## src/rtl/player_ctrl_wbm_if.sv

```systemverilog
// Wishbone link between the player controller (master) and the button peripheral (slave).
interface player_ctrl_wbm_if;
   logic        cyc;
   logic        stb;
   logic        we;
   logic [7:0]  adr;
   logic [31:0] dat_w;
   logic        sel;
   logic [31:0] dat_r;
   logic        ack;
   logic        err;

   modport master (output cyc, stb, we, adr, dat_w, sel, input dat_r, ack, err);
   modport slave  (input cyc, stb, we, adr, dat_w, sel, output dat_r, ack, err);
endinterface

```

## src/rtl/player_ctrl_wbm.sv

```systemverilog
// Per-frame poll of the button peripheral: read buttons, write clamped column,
// write missile-enable mask on a fresh fire press. Keeps shadows of both registers.
module player_ctrl_wbm #(
   parameter int unsigned COL_INIT = 312,
   parameter int unsigned COL_MIN  = 0,
   parameter int unsigned COL_MAX  = 624,
   parameter int unsigned STEP     = 4,
   parameter int unsigned TIMEOUT  = 16
) (
   input  logic              btn_clk_i,
   input  logic              btn_rst_i,
   input  logic              tick_i,
   input  logic [7:0]        missile_done_i,
   player_ctrl_wbm_if.master wbm,
   output logic [11:0]       player_col_o,
   output logic [7:0]        missile_o,
   output logic              busy_o,
   output logic              err_o,
   output logic              overrun_o
);
   localparam int unsigned CNT_W   = (TIMEOUT > 2) ? $clog2(TIMEOUT) : 1;
   localparam logic [7:0]  ADR_BTN = 8'h00;
   localparam logic [7:0]  ADR_COL = 8'h04;
   localparam logic [7:0]  ADR_MSL = 8'h08;

   typedef enum logic [2:0] {IDLE, RD_BTN, GAP1, WR_COL, GAP2, WR_MSL} state_t;

   state_t             state_q, state_d;
   logic               cyc_q, cyc_d, stb_q, stb_d, we_q, we_d;
   logic [7:0]         adr_q, adr_d;
   logic [31:0]        dat_q, dat_d;
   logic [CNT_W-1:0]   cnt_q, cnt_d;
   logic [11:0]        col_q, col_d, new_col_q, new_col_d;
   logic [7:0]         msl_q, msl_d, set_q, set_d, msl_or, low_zero;
   logic               fire_q, fire_d, prev_q, prev_d, pend_q, pend_d;
   logic               busy_q, busy_d, err_q, err_d, ovr_q, ovr_d;
   logic               acc_ok, abort;
   logic [12:0]        col_calc;
   logic               unused_bits_c;

   assign unused_bits_c = ^{wbm.dat_r[31:5], wbm.dat_r[3], wbm.dat_r[0]};

   always_ff @(posedge btn_clk_i or posedge btn_rst_i) begin
      if (btn_rst_i) begin
         state_q   <= IDLE;
         cyc_q     <= 1'b0;
         stb_q     <= 1'b0;
         we_q      <= 1'b0;
         adr_q     <= '0;
         dat_q     <= '0;
         cnt_q     <= '0;
         col_q     <= 12'(COL_INIT);
         new_col_q <= 12'(COL_INIT);
         msl_q     <= '0;
         set_q     <= '0;
         fire_q    <= 1'b0;
         prev_q    <= 1'b0;
         pend_q    <= 1'b0;
         busy_q    <= 1'b0;
         err_q     <= 1'b0;
         ovr_q     <= 1'b0;
      end else begin
         state_q   <= state_d;
         cyc_q     <= cyc_d;
         stb_q     <= stb_d;
         we_q      <= we_d;
         adr_q     <= adr_d;
         dat_q     <= dat_d;
         cnt_q     <= cnt_d;
         col_q     <= col_d;
         new_col_q <= new_col_d;
         msl_q     <= msl_d;
         set_q     <= set_d;
         fire_q    <= fire_d;
         prev_q    <= prev_d;
         pend_q    <= pend_d;
         busy_q    <= busy_d;
         err_q     <= err_d;
         ovr_q     <= ovr_d;
      end
   end

   always_comb begin
      state_d   = state_q;
      cyc_d     = cyc_q;
      stb_d     = stb_q;
      we_d      = we_q;
      adr_d     = adr_q;
      dat_d     = dat_q;
      cnt_d     = cnt_q;
      col_d     = col_q;
      new_col_d = new_col_q;
      set_d     = set_q;
      fire_d    = fire_q;
      prev_d    = prev_q;
      pend_d    = pend_q;
      err_d     = err_q;
      ovr_d     = ovr_q;
      msl_or    = '0;
      low_zero  = ~msl_q & (msl_q + 8'd1);
      acc_ok    = stb_q & wbm.ack & ~wbm.err;
      abort     = stb_q & (wbm.err | (~wbm.ack & (cnt_q == CNT_W'(TIMEOUT - 1))));

      if (stb_q) cnt_d = cnt_q + CNT_W'(1);

      // Clamped column update; dat_r[2] = BTNL, dat_r[1] = BTNR
      col_calc = 13'(col_q);
      if (wbm.dat_r[2] && !wbm.dat_r[1]) begin
         if (13'(col_q) < 13'(COL_MIN + STEP)) col_calc = 13'(COL_MIN);
         else                                  col_calc = 13'(col_q) - 13'(STEP);
      end else if (wbm.dat_r[1] && !wbm.dat_r[2]) begin
         if (13'(col_q) + 13'(STEP) > 13'(COL_MAX)) col_calc = 13'(COL_MAX);
         else                                       col_calc = 13'(col_q) + 13'(STEP);
      end

      case (state_q)
         IDLE: begin
            if (tick_i || pend_q) begin
               pend_d  = 1'b0;
               state_d = RD_BTN;
               cyc_d   = 1'b1;
               stb_d   = 1'b1;
               we_d    = 1'b0;
               adr_d   = ADR_BTN;
               dat_d   = '0;
               cnt_d   = '0;
            end
         end
         RD_BTN: begin
            if (acc_ok) begin
               new_col_d = 12'(col_calc);
               fire_d    = wbm.dat_r[4] & ~prev_q;
               prev_d    = wbm.dat_r[4];
               cyc_d     = 1'b0;
               stb_d     = 1'b0;
               state_d   = GAP1;
            end
         end
         GAP1: begin
            cyc_d   = 1'b1;
            stb_d   = 1'b1;
            we_d    = 1'b1;
            adr_d   = ADR_COL;
            dat_d   = 32'(new_col_q);
            cnt_d   = '0;
            state_d = WR_COL;
         end
         WR_COL: begin
            if (acc_ok) begin
               col_d   = new_col_q;
               cyc_d   = 1'b0;
               stb_d   = 1'b0;
               state_d = GAP2;
            end
         end
         GAP2: begin
            if (fire_q && msl_q != 8'hFF) begin
               set_d   = low_zero;
               cyc_d   = 1'b1;
               stb_d   = 1'b1;
               we_d    = 1'b1;
               adr_d   = ADR_MSL;
               dat_d   = 32'(msl_q | low_zero);
               cnt_d   = '0;
               state_d = WR_MSL;
            end else begin
               state_d = IDLE;
            end
         end
         WR_MSL: begin
            // One strobe-low tail cycle after the ack before returning to idle
            if (acc_ok) begin
               msl_or = set_q;
               cyc_d  = 1'b0;
               stb_d  = 1'b0;
            end else if (!stb_q) begin
               state_d = IDLE;
            end
         end
         default: state_d = IDLE;
      endcase

      if (abort) begin
         cyc_d   = 1'b0;
         stb_d   = 1'b0;
         err_d   = 1'b1;
         state_d = IDLE;
      end

      if (tick_i && state_q != IDLE) begin
         if (pend_q) ovr_d  = 1'b1;
         else        pend_d = 1'b1;
      end

      // Completion clears take priority over the committed set bit
      msl_d  = (msl_q | msl_or) & ~missile_done_i;
      busy_d = (state_d != IDLE);
   end

   assign wbm.cyc      = cyc_q;
   assign wbm.stb      = stb_q;
   assign wbm.we       = we_q;
   assign wbm.adr      = adr_q;
   assign wbm.dat_w    = dat_q;
   assign wbm.sel      = stb_q;
   assign player_col_o = col_q;
   assign missile_o    = msl_q;
   assign busy_o       = busy_q;
   assign err_o        = err_q;
   assign overrun_o    = ovr_q;
endmodule

```

## src/flat_wrapper.sv

```systemverilog
// flat-port wrapper written by rule: the top's interface ports become plain ports
module player_ctrl_wbm_flat 
#(
   parameter int unsigned COL_INIT = 312,
   parameter int unsigned COL_MIN  = 0,
   parameter int unsigned COL_MAX  = 624,
   parameter int unsigned STEP     = 4,
   parameter int unsigned TIMEOUT  = 16
)
  (btn_clk_i, btn_rst_i, tick_i, missile_done_i, player_col_o, missile_o, busy_o, err_o, overrun_o, wbm_cyc, wbm_stb, wbm_we, wbm_adr, wbm_dat_w, wbm_sel, wbm_dat_r, wbm_ack, wbm_err);
  player_ctrl_wbm_if wbm_i ();
  input  logic btn_clk_i;
  input  logic btn_rst_i;
  input  logic tick_i;
  input  logic [7:0] missile_done_i;
  output logic [11:0] player_col_o;
  output logic [7:0] missile_o;
  output logic busy_o;
  output logic err_o;
  output logic overrun_o;
  output wire logic [$bits(wbm_i.cyc)-1:0] wbm_cyc;
  output wire logic [$bits(wbm_i.stb)-1:0] wbm_stb;
  output wire logic [$bits(wbm_i.we)-1:0] wbm_we;
  output wire logic [$bits(wbm_i.adr)-1:0] wbm_adr;
  output wire logic [$bits(wbm_i.dat_w)-1:0] wbm_dat_w;
  output wire logic [$bits(wbm_i.sel)-1:0] wbm_sel;
  input wire logic [$bits(wbm_i.dat_r)-1:0] wbm_dat_r;
  input wire logic [$bits(wbm_i.ack)-1:0] wbm_ack;
  input wire logic [$bits(wbm_i.err)-1:0] wbm_err;
  assign wbm_cyc = wbm_i.cyc;
  assign wbm_stb = wbm_i.stb;
  assign wbm_we = wbm_i.we;
  assign wbm_adr = wbm_i.adr;
  assign wbm_dat_w = wbm_i.dat_w;
  assign wbm_sel = wbm_i.sel;
  assign wbm_i.dat_r = wbm_dat_r;
  assign wbm_i.ack = wbm_ack;
  assign wbm_i.err = wbm_err;
  player_ctrl_wbm #(.COL_INIT(COL_INIT), .COL_MIN(COL_MIN), .COL_MAX(COL_MAX), .STEP(STEP), .TIMEOUT(TIMEOUT)) u_core (.btn_clk_i(btn_clk_i), .btn_rst_i(btn_rst_i), .tick_i(tick_i), .missile_done_i(missile_done_i), .wbm(wbm_i), .player_col_o(player_col_o), .missile_o(missile_o), .busy_o(busy_o), .err_o(err_o), .overrun_o(overrun_o));
endmodule
```

## config.mk

```make
export PLATFORM = sky130hd
export DESIGN_NAME = player_ctrl_wbm_flat
export DESIGN_NICKNAME = d
export VERILOG_FILES = /design/src/rtl/player_ctrl_wbm_if.sv /design/src/rtl/player_ctrl_wbm.sv /design/src/flat_wrapper.sv
export SDC_FILE = /design/constraint.sdc
export NUM_CORES = 1
export LEC_CHECK = 0
export BUFFER_PORTS_ARGS = -buffer_cell sky130_fd_sc_hd__buf_2
export CAP_MARGIN = 10
export CORE_ASPECT_RATIO = 1.1
export CORE_UTILIZATION = 30
export CTS_CLUSTER_SIZE = 14
export DETAILED_ROUTE_END_ITERATION = 8
export GPL_TIMING_DRIVEN = 0
export PLACE_DENSITY_LB_ADDON = 0.1
export SLEW_MARGIN = 20
export SYNTH_ARGS = -nofsm -noshare
export SYNTH_HDL_FRONTEND = slang
export SYNTH_SLANG_ARGS = --single-unit
```

## constraint.sdc

```tcl
create_clock -name btn_clk_i -period 2.7 [get_ports btn_clk_i]
set_clock_uncertainty 0.05 [all_clocks]
set_input_delay 0.27 -clock btn_clk_i [delete_from_list [all_inputs] [get_ports btn_clk_i]]
set_output_delay 0.27 -clock btn_clk_i [all_outputs]
set_load 0.03 [all_outputs]
```

==> results of run 1 <==
==> layout make-up <==
class | instances | area [um^2] | share of cell area [%]
timing repair buffer | 60 | 333 | 6.88
multi-input combinational | 310 | 1870 | 38.6
clock buffer | 12 | 246 | 5.10
tap | 157 | 196 | 4.06
buffer | 51 | 318 | 6.57
inverter | 11 | 43.8 | 0.905
clock inverter | 4 | 95.1 | 1.97
sequential | 69 | 1740 | 35.9
==> registers in the layout (all words and copies together), names as in the netlist, 2 cells and up <==
name / cells
u_core.cnt_q: 4
u_core.missile_o: 8
u_core.new_col_q: 12
u_core.player_col_o: 12
u_core.set_q: 8
u_core.state_q: 3
u_core.wbm.adr: 2
u_core.wbm.dat_w: 12
==> power by group through the flow <==
| stage | clock [W] | sequential (W) | combinational, W |
|---|---|---|---|
| floorplan | 0 | 0.00173 | 0.000967 |
| global placement | 0 | 0.00156 | 0.00157 |
| finish | 0.00135 | 0.00155 | 0.00160 |
| CTS | 0.00139 | 0.00155 | 0.00159 |
| detailed placement | 0 | 0.00157 | 0.00158 |
| global route | 0.00145 | 0.00159 | 0.00176 |
==> routing by layer <==
metal,track usage (%),up-vias
met4,5.75,0
met2,25.7,88
met5,0,-
li1,-,1641
met3,3.67,8
met1,22.0,1571
==> worst paths after layout <==
path	from	to	slack, ns	depth (start not counted)
max in group asynchronous	btn_rst_i	u_core.new_col_q[8]$_DFFE_PP1P_	1.59	4
max	u_core.player_col_o[3]$_DFFE_PP1P_	u_core.new_col_q[7]$_DFFE_PP0P_	0.15	6
min reg2reg	u_core.err_o$_DFFE_PP0P_	u_core.err_o$_DFFE_PP0P_	0.41	1
min	missile_done_i[4]	u_core.missile_o[4]$_DFF_PP0_	0.03	2
max reg2reg	u_core.player_col_o[3]$_DFFE_PP1P_	u_core.new_col_q[7]$_DFFE_PP0P_	0.15	6
min in group asynchronous	btn_rst_i	u_core.player_col_o[2]$_DFFE_PP0P_	0.39	3
==> timing repair <==
item,in CTS,in global routing
buffers inserted,0,2
resized for setup,0,6
pin swaps,0,1
setup endpoints to repair,5,14
endpoints found under the hold margin,16,0
hold buffers,1,0
==> per-stage QoR <==
stage	instance area [um^2]	worst slack (ns)	instances	utilization, %	setup TNS (ns)
4_1_cts	4800	0.0535	672	38.3	0
3_3_place_gp	4420	-0.378	655	35.3	-22.72
3_5_place_dp	4450	-0.0479	656	35.5	-0.0989
2_1_floorplan	3940	0.286	442	-	0
6_report	4840	0.154	674	38.6	0
5_1_grt	4840	0.0212	674	38.6	0
==> cell usage in the layout, fill, tap and decap left out, types with 9 or more instances in the layout <==
| cell | n |
|---|---|
| o21ai_0 | 29 |
| clkbuf_1 | 12 |
| nand2b_1 | 9 |
| a21oi_1 | 21 |
| clkbuf_16 | 9 |
| inv_1 | 10 |
| dfrtp_1 | 61 |
| buf_4 | 30 |
| nor2_1 | 30 |
| buf_2 | 67 |
| nand3_1 | 11 |
| conb_1 | 26 |
| nand2_1 | 46 |
==> cell families (layout without fill, tap and decap cells) <==
logic type / Yosys count / after routing / synth area share [%]
buf+inv: 63 / 138 / 9.42
other cells: 1 / 26 / 0.0974
compound gates: 113 / 113 / 20.1
mux: 7 / 7 / 2.01
fa+ha+maj: 4 / 4 / 1.30
simple gates: 150 / 150 / 19.7
xor+xnor: 10 / 10 / 2.27
flops: 69 / 69 / 45.1
==> worst max-delay path: stages (launching register included) <==
cell and delay (ns):
dfstp_2 0.63, ha_2 0.31, nand4_1 0.16, o21ai_0 0.32, a211oi_2 0.14, a311oi_2 0.59, o41ai_1 0.19
==> run_results.csv, run 1 <==
group,metric,value,unit
grt,gr-total-overflow,0,
cts,clk_path_buf_depth,2,
synthesis,syn_area_per_cell,9.23,um^2
drt,viasPerCell,4.91,
grt,antenna_found_initial,0,
sta,layout_min_cycle_time,2.55,ns
place,hpwlAfterDp,7.54,mm
setup_path,cp_data_arrival_time,2.68,ns
grt,grt_pass1_vias,3093,
synthesis,yosysTopAreaCell,"dfrtp_1",
setup_path,critPathLaunchType,"register",
setup_path,worst_setup_path_end_kind,"register",
synthesis,ys.flop_type,"dfrtp_1",
sta,max_slew_margin,58.1,%
floorplanning,initial_core_util,30.7,%
floorplanning,io_pins,112,
floorplanning,rows,43,
drt,first_iter_violations,172,
place,io_buffer_count,56,
synthesis,synth-async-reset-ratio,100,%
pwr,power.density,931,nW/um^2
sta,fin_crit_sh,94.3,%
pwr,ir_drop,0.496,mV
floorplanning,die_y,121,um
drt,drt-pass1-iter-count,5,
pwr,power,0.00450,W
cells_and_area,antenna_cells,0,
pwr,p_clk_share,30.0,%
drt,dr_wl_met3,481,um
synthesis,synth-seq-cells,69,
setup_path,path_max_fanout,11,
pwr,p_leak,2.23,nW
cts,cts_root_buffer,"clkbuf_16",
floorplanning,core,12500,um^2
cts,clk_pin_slew_worst_paths,0.06,ns
grt,grt_pass1_wl,16.4,mm
drt,top_layer,"met4",
setup_path,cp.required,2.83,ns
cts,cts_made_buffers,9,
sta,worst_hold_slack,0.0290,ns
floorplanning,die-area,13300,um^2
cts,clock-sinks,69,
drt,num_vias,3308,
cts,htree_num_levels,3,
pwr,switching_share,37.4,%
floorplanning,die_w,110,um
sta,tightest_slew,0.629,ns
place,place_congestion,0.861,
sta,drv_slew,0,
synthesis,postSynthCellCount,417,
grt,grt_max_degree,51,
drt,routed-wl-met2,4.87,mm
cts,clock_latency,0.33,ns
sta,setup_violations,0,
synthesis,synth_cell_types,59,
synthesis,synth_top_area_share,39.6,%
drt,routed_wirelength,10.2,mm
synthesis,yosysWarningCount,0,
cells_and_area,nFillCells,1302,
drt,drtAntennaViolNets,0,
synthesis,synth_area_leaders,"dfrtp_1, buf_4, dfstp_2, nand2_1, o21ai_0",
pwr,p_sw,0.00168,W
pwr,p_seq_share,34.4,%
synthesis,synth_edf_count,0,
grt,grt_usage,16.4,%
job,maxCapViolCount,0,
cells_and_area,layout-drive-gt1-share,27.3,%
sta,hold_violations,0,
drt,drc,0,
sta,clock.fmax,393,MHz
min_path,hp-class,"primary input to register",
synthesis,netlist_top_cells_count,"dfrtp_1, nand2_1, nor2_1, o21ai_0, buf_4",
synthesis,syn-cell-area,3850,um^2
setup_path,crit_type,"register to register",
status,status,"complete, no violations",
drt,m1WireLength,4.71,mm
synthesis,yosysSeqAreaShare,45.1,%
cells_and_area,final_nets,561,
cells_and_area,synthToLayoutAreaGrowth,25.6,%
synthesis,synth.most_common_cell,"dfrtp_1",
cts,cts_tree,"built",
pwr,combPwrFrac,35.6,%
sta,rsz0062_at_grt,"false",
pwr,intPower,0.00282,W
drt,wire_per_inst,15.1,um
Power figures use the tool's default switching activity.
==> run 2, diff against run 1 <==
==> constraint.sdc (replaced) <==
create_clock -name btn_clk_i -period 2.7 [get_ports btn_clk_i]
set_clock_uncertainty 0.05 [all_clocks]
set_input_delay 0.135 -clock btn_clk_i [delete_from_list [all_inputs] [get_ports btn_clk_i]]
set_output_delay 0.135 -clock btn_clk_i [all_outputs]
set_load 0.03 [all_outputs]
==> run 2 against run 1 <==
Clock-buffer cell count unchanged; flip-flop and latch count unchanged; critical path type unchanged; sequential share of layout area decreased by 0.66 points; cell count increased by 1.3%; critical endpoint is now u_core.new_col_q[1]$_DFFE_PP0P_; first-iteration DRC count increased by 17%; worst hold slack improved by 0.020 ns; global-route usage increased by 0.10 points; clock power about the same; highest routed layer unchanged; utilization increased by 0.72 points; setup slack got worse by 0.018 ns; non-clock buffer count increased by 9.
==> run_results.csv, run 2 (synthesized netlist as in run 1, its figures left out) <==
group,metric,value,unit
pwr,power.density,916,nW/um^2
setup_path,crit_top_cell,"o21ai_0",
pwr,intPower,0.00283,W
setup_path,cp.required,2.83,ns
cts,clock-sinks,69,
sta,fin_ws,0.136,ns
setup_path,crit_start,"u_core.player_col_o[3]$_DFFE_PP1P_",
pwr,power,0.00451,W
cts,htree_num_levels,3,
floorplanning,core,12500,um^2
grt,grt_max_degree,51,
cells_and_area,post-route-util,39.3,%
cts,cts_made_buffers,9,
grt,gr-total-overflow,0,
drt,drtAntennaViolNets,0,
sta,max_slew_margin,57.1,%
drt,viasPerCell,4.92,
drt,num_vias,3360,
drt,wire_per_inst,15.0,um
place,hpwlAfterDp,7.54,mm
drt,drt-pass1-iter-count,5,
setup_path,crit_type,"register to register",
pwr,ir_drop,0.496,mV
sta,fin_crit_sh,95.0,%
cells_and_area,final_cell_mix,"buf_2, dfrtp_1, nand2_1, nor2_1, buf_4",
drt,routed_wirelength,10.2,mm
floorplanning,die_w,110,um
setup_path,cpPeakStageDelay,0.63,ns
drt,first_iter_violations,201,
setup_path,worst-path-buf-inv,0,
place,io_buffer_count,56,
place,place_ws,-0.0479,ns
floorplanning,io_pins,112,
cts,cts_tree,"built",
cts,cts_root_buffer,"clkbuf_16",
grt,antenna_found_initial,0,
grt,grt_pass1_vias,3113,
pwr,p_seq_share,34.3,%
cells_and_area,nFillCells,1299,
floorplanning,die_y,121,um
cts,clk_pin_slew_worst_paths,0.06,ns
min_path,hp-class,"primary input to register",
setup_path,critPathLaunchType,"register",
sta,rsz0062_at_grt,"false",
sta,layout_min_cycle_time,2.56,ns
sta,clock.fmax,390,MHz
floorplanning,die-area,13300,um^2
sta,fin_tns_setup,0,ns
min_path,hold_start,"tick_i",
cells_and_area,layout-drive-gt1-share,26.8,%
pwr,combPwrFrac,35.8,%
cells_and_area,final_nets,570,
pwr,p_sw,0.00169,W
pwr,switching_share,37.4,%
sta,setup_violations,0,
grt,grt_usage,16.5,%
sta,drv_slew,0,
cells_and_area,seqCellArea,1740,um^2
cts,clock_latency,0.33,ns
floorplanning,rows,43,
cells_and_area,multi_input_area,1870,um^2
setup_path,path_max_fanout,11,
sta,tightest_slew,0.643,ns
cells_and_area,synthToLayoutAreaGrowth,28.0,%
drt,drc,0,
setup_path,crit_family,"compound AO/OA/AOI/OAI gates",
place,place_congestion,0.861,
cts,clk_path_buf_depth,2,
cells_and_area,antenna_cells,0,
cells_and_area,layout_commonest_cell,"buf_2",
setup_path,slowest_stage,"dfstp_2",
setup_path,reg2reg_from,"u_core.player_col_o[3]$_DFFE_PP1P_",
setup_path,path_cells,"ha_2, nand4_1, o21ai_0, a211oi_2, a311oi_2, o21ai_0",
setup_path,worst_setup_path_end_kind,"register",
job,maxCapViolCount,0,
setup_path,cp_data_arrival_time,2.69,ns
floorplanning,initial_core_util,30.7,%
status,status,"complete, no violations",
pwr,p_leak,2.27,nW
pwr,p_clk_share,30.0,%
grt,grt_pass1_wl,16.5,mm
sta,hold_violations,0,
-- run 2: area by class of cell --
type / instances / area share, %
Tap cell: 157 / 3.99
Inverter: 11 / 0.889
Multi-Input combinational cell: 310 / 37.9
Clock buffer: 12 / 5.00
Buffer: 51 / 6.45
Clock inverter: 4 / 1.93
Sequential cell: 69 / 35.2
Timing Repair Buffer: 69 / 8.58
-- run 2: final timing paths --
| kind | endpoint | cells past startpoint | slack (ns) |
|---|---|---|---|
| worst max-delay path | u_core.new_col_q[1]$_DFFE_PP0P_ | 6 | 0.14 |
| worst min-delay path | u_core.pend_q$_DFF_PP0_ | 2 | 0.05 |
| worst max register to register | u_core.new_col_q[1]$_DFFE_PP0P_ | 6 | 0.14 |
| worst min register to register | u_core.err_o$_DFFE_PP0P_ | 1 | 0.41 |
| max in group asynchronous | u_core.new_col_q[8]$_DFFE_PP1P_ | 4 | 1.73 |
| min in group asynchronous | u_core.player_col_o[2]$_DFFE_PP0P_ | 3 | 0.26 |
-- run 2: worst register-to-register path, stage by stage, from the launching register on --
cell	delay, ns
dfstp_2	0.63
ha_2	0.31
nand4_1	0.16
o21ai_0	0.32
a211oi_2	0.14
a311oi_2	0.60
o21ai_0	0.19
-- run 2: timing repair --
item,CTS,global route
setup endpoints to repair,5,14
hold endpoints to repair,28,0
resized for setup,0,6
buffers inserted,0,2
pin swaps,0,1
hold buffers,10,0
-- run 2: routing by layer --
| layer | GRT usage [%] | routed length (um) | part of all wire, % |
|---|---|---|---|
| met1 | 22.1 | 4770 | 47 |
| met2 | 26.0 | 4930 | 48 |
| met3 | 3.61 | 433 | 4.2 |
| met4 | 5.75 | 103 | 1.0 |
| met5 | 0 | 0 | 0 |
-- run 2: through the flow --
stage	hold slack, ns	instances	cell area (um^2)
global route	0.0557	683	4930
global placement	0.239	655	4420
CTS	0.0341	681	4890
detailed placement	0.0759	656	4450
floorplan	0.151	442	3940
finish	0.0487	683	4930
-- run 2: power groups by stage --
stage                     clock network [W]  logic, W  registers [W]
after floorplan                           0  0.000967        0.00173
after global placement                    0   0.00157        0.00156
after detailed placement                  0   0.00158        0.00157
after CTS                           0.00139   0.00160        0.00155
after global routing                0.00145   0.00177        0.00159
final                               0.00135   0.00161        0.00155
==> run 3, diff against run 2 <==
CELL_PAD_IN_SITES_DETAIL_PLACEMENT = 0   (was default)
CELL_PAD_IN_SITES_GLOBAL_PLACEMENT = 1   (was default)
GPL_ROUTABILITY_DRIVEN = 0   (was default)
==> run 3 against run 2 <==
Flip-flop and latch count stayed put; die area stayed put; sequential power hardly changed; cell count is 0.15% higher; worst hold slack worse by 0.013 ns; final area is 0.58% lower; clock power is 18% lower; clock-buffer cell count is 3 higher; maximum frequency is 0.23% higher; global-route usage is 0.41 points higher; register-to-register slack hardly changed; critical path type unchanged.
==> run_results.csv, run 3 (synthesized netlist as in run 1, its figures left out) <==
group,metric,value,unit
cts,htree_num_levels,3,
floorplanning,io_pins,112,
cells_and_area,layout_commonest_cell,"buf_2",
sta,setup_violations,0,
sta,rsz0062_at_grt,"false",
floorplanning,die_w,110,um
place,io_buffer_count,56,
floorplanning,initial_core_util,30.7,%
drt,drc,0,
grt,grt_pass1_vias,3188,
drt,wire_per_inst,15.4,um
sta,clock.fmax,391,MHz
floorplanning,core,12500,um^2
sta,tightest_slew,0.934,ns
cts,cts_made_buffers,9,
setup_path,path_max_fanout,11,
sta,fin_crit_sh,94.7,%
place,place_ws,-0.129,ns
floorplanning,rows,43,
grt,grt_usage,16.9,%
place,hpwlAfterDp,7.64,mm
min_path,hp-class,"primary input to register",
sta,hold_violations,0,
sta,drv_slew,0,
drt,viasPerCell,4.93,
drt,first_iter_violations,159,
drt,num_vias,3374,
sta,fin_ws,0.142,ns
cts,cts_root_buffer,"clkbuf_16",
drt,dr_wl_met3,381,um
drt,drtAntennaViolNets,0,
cells_and_area,final_nets,571,
setup_path,crit_type,"register to register",
pwr,power.density,883,nW/um^2
pwr,power,0.00432,W
drt,top_layer,"met4",
floorplanning,die_y,121,um
sta,max_slew_margin,37.3,%
setup_path,worst-path-buf-inv,3,
pwr,ir_drop,0.398,mV
setup_path,crit_family,"compound AO/OA/AOI/OAI gates",
grt,gr-total-overflow,0,
cts,clock-sinks,69,
grt,grt_max_degree,43,
setup_path,worst_setup_path_end_kind,"register",
setup_path,cp.required,2.90,ns
cts,clock_latency,0.33,ns
cells_and_area,stdcell_area,4900,um^2
setup_path,cp_data_arrival_time,2.76,ns
cells_and_area,final_cell_mix,"buf_2, dfrtp_1, nand2_1, buf_4, nor2_1",
cts,clk_pin_slew_worst_paths,0.05,ns
setup_path,crit_top_cell,"o31a_1",
cells_and_area,layout-drive-gt1-share,26.6,%
drt,m1WireLength,4.94,mm
drt,routed-wl-met2,4.99,mm
sta,layout_min_cycle_time,2.56,ns
setup_path,critPathLaunchType,"register",
drt,drt-pass1-iter-count,4,
cts,cts_tree,"built",
setup_path,slowest_stage,"dfrtp_1",
cells_and_area,antenna_cells,0,
grt,antenna_found_initial,0,
grt,grt_pass1_wl,17.0,mm
drt,routed_wirelength,10.5,mm
place,placed_cell_area,4450,um^2
floorplanning,die-area,13300,um^2
cts,clk_path_buf_depth,2,
setup_path,cpPeakStageDelay,0.52,ns
job,maxCapViolCount,0,
setup_path,path_cells,"inv_1, ha_1, or4b_1, buf_2, o31ai_4, buf_4, o31a_1, o211ai_1, o31a_1",
status,status,"complete, no violations",
cells_and_area,synthToLayoutAreaGrowth,27.2,%
pwr,p_leak,2.25,nW
==> run 3: cell type report <==
| class | instances | area (um^2) |
|---|---|---|
| clock buffer | 15 | 278 |
| tap | 157 | 196 |
| buffer | 51 | 318 |
| inverter | 11 | 43.8 |
| timing repair buffer | 70 | 430 |
| clock inverter | 1 | 5.00 |
| fill | 1287 | 7640 |
| multi-input combinational | 310 | 1890 |
| sequential | 69 | 1740 |
==> run 3: layer usage <==
| metal | vias up | global-route usage, % |
|---|---|---|
| li1 | 1664 | - |
| met1 | 1599 | 23.1 |
| met2 | 90 | 26.2 |
| met3 | 21 | 3.07 |
| met4 | 0 | 6.67 |
| met5 | - | 0 |
==> run 3: what timing repair did <==
item	4_1_cts	5_1_grt
hold buffers	10	0
endpoints found under the setup margin	9	17
setup buffers	0	3
pin swaps	0	1
hold endpoints to repair	30	0
gates resized for setup	3	5
==> run 3: final timing paths <==
path                                                    startpoint                            endpoint  slack (ns)  cells past startpoint
max in group asynchronous                                btn_rst_i     u_core.new_col_q[5]$_DFFE_PP1P_        1.70                      4
worst max register to register  u_core.player_col_o[2]$_DFFE_PP0P_     u_core.new_col_q[5]$_DFFE_PP1P_        0.14                      9
worst min register to register            u_core.err_o$_DFFE_PP0P_            u_core.err_o$_DFFE_PP0P_        0.42                      1
min in group asynchronous                                btn_rst_i  u_core.player_col_o[1]$_DFFE_PP0P_        0.31                      3
worst max-delay path            u_core.player_col_o[2]$_DFFE_PP0P_     u_core.new_col_q[5]$_DFFE_PP1P_        0.14                      9
worst min-delay path                                        tick_i             u_core.pend_q$_DFF_PP0_        0.04                      2
==> run 3: through the flow <==
step	utilization [%]	setup TNS [ns]	hold slack, ns	cells
2_1_floorplan	-	0	0.151	442
3_3_place_gp	35.3	-17.00	0.237	655
3_5_place_dp	35.5	-0.634	0.118	656
4_1_cts	38.7	0	0.0347	682
5_1_grt	39.1	0	0.0446	684
6_report	39.1	0	0.0356	684
==> run 3: where the power goes <==
group | internal [W] | total (W) | switching, W
Clock | 0.000696 | 0.00111 | 0.000412
Combinational | 0.000598 | 0.00165 | 0.00105
Sequential | 0.00132 | 0.00157 | 0.000249
Total | 0.00261 | 0.00432 | 0.00171
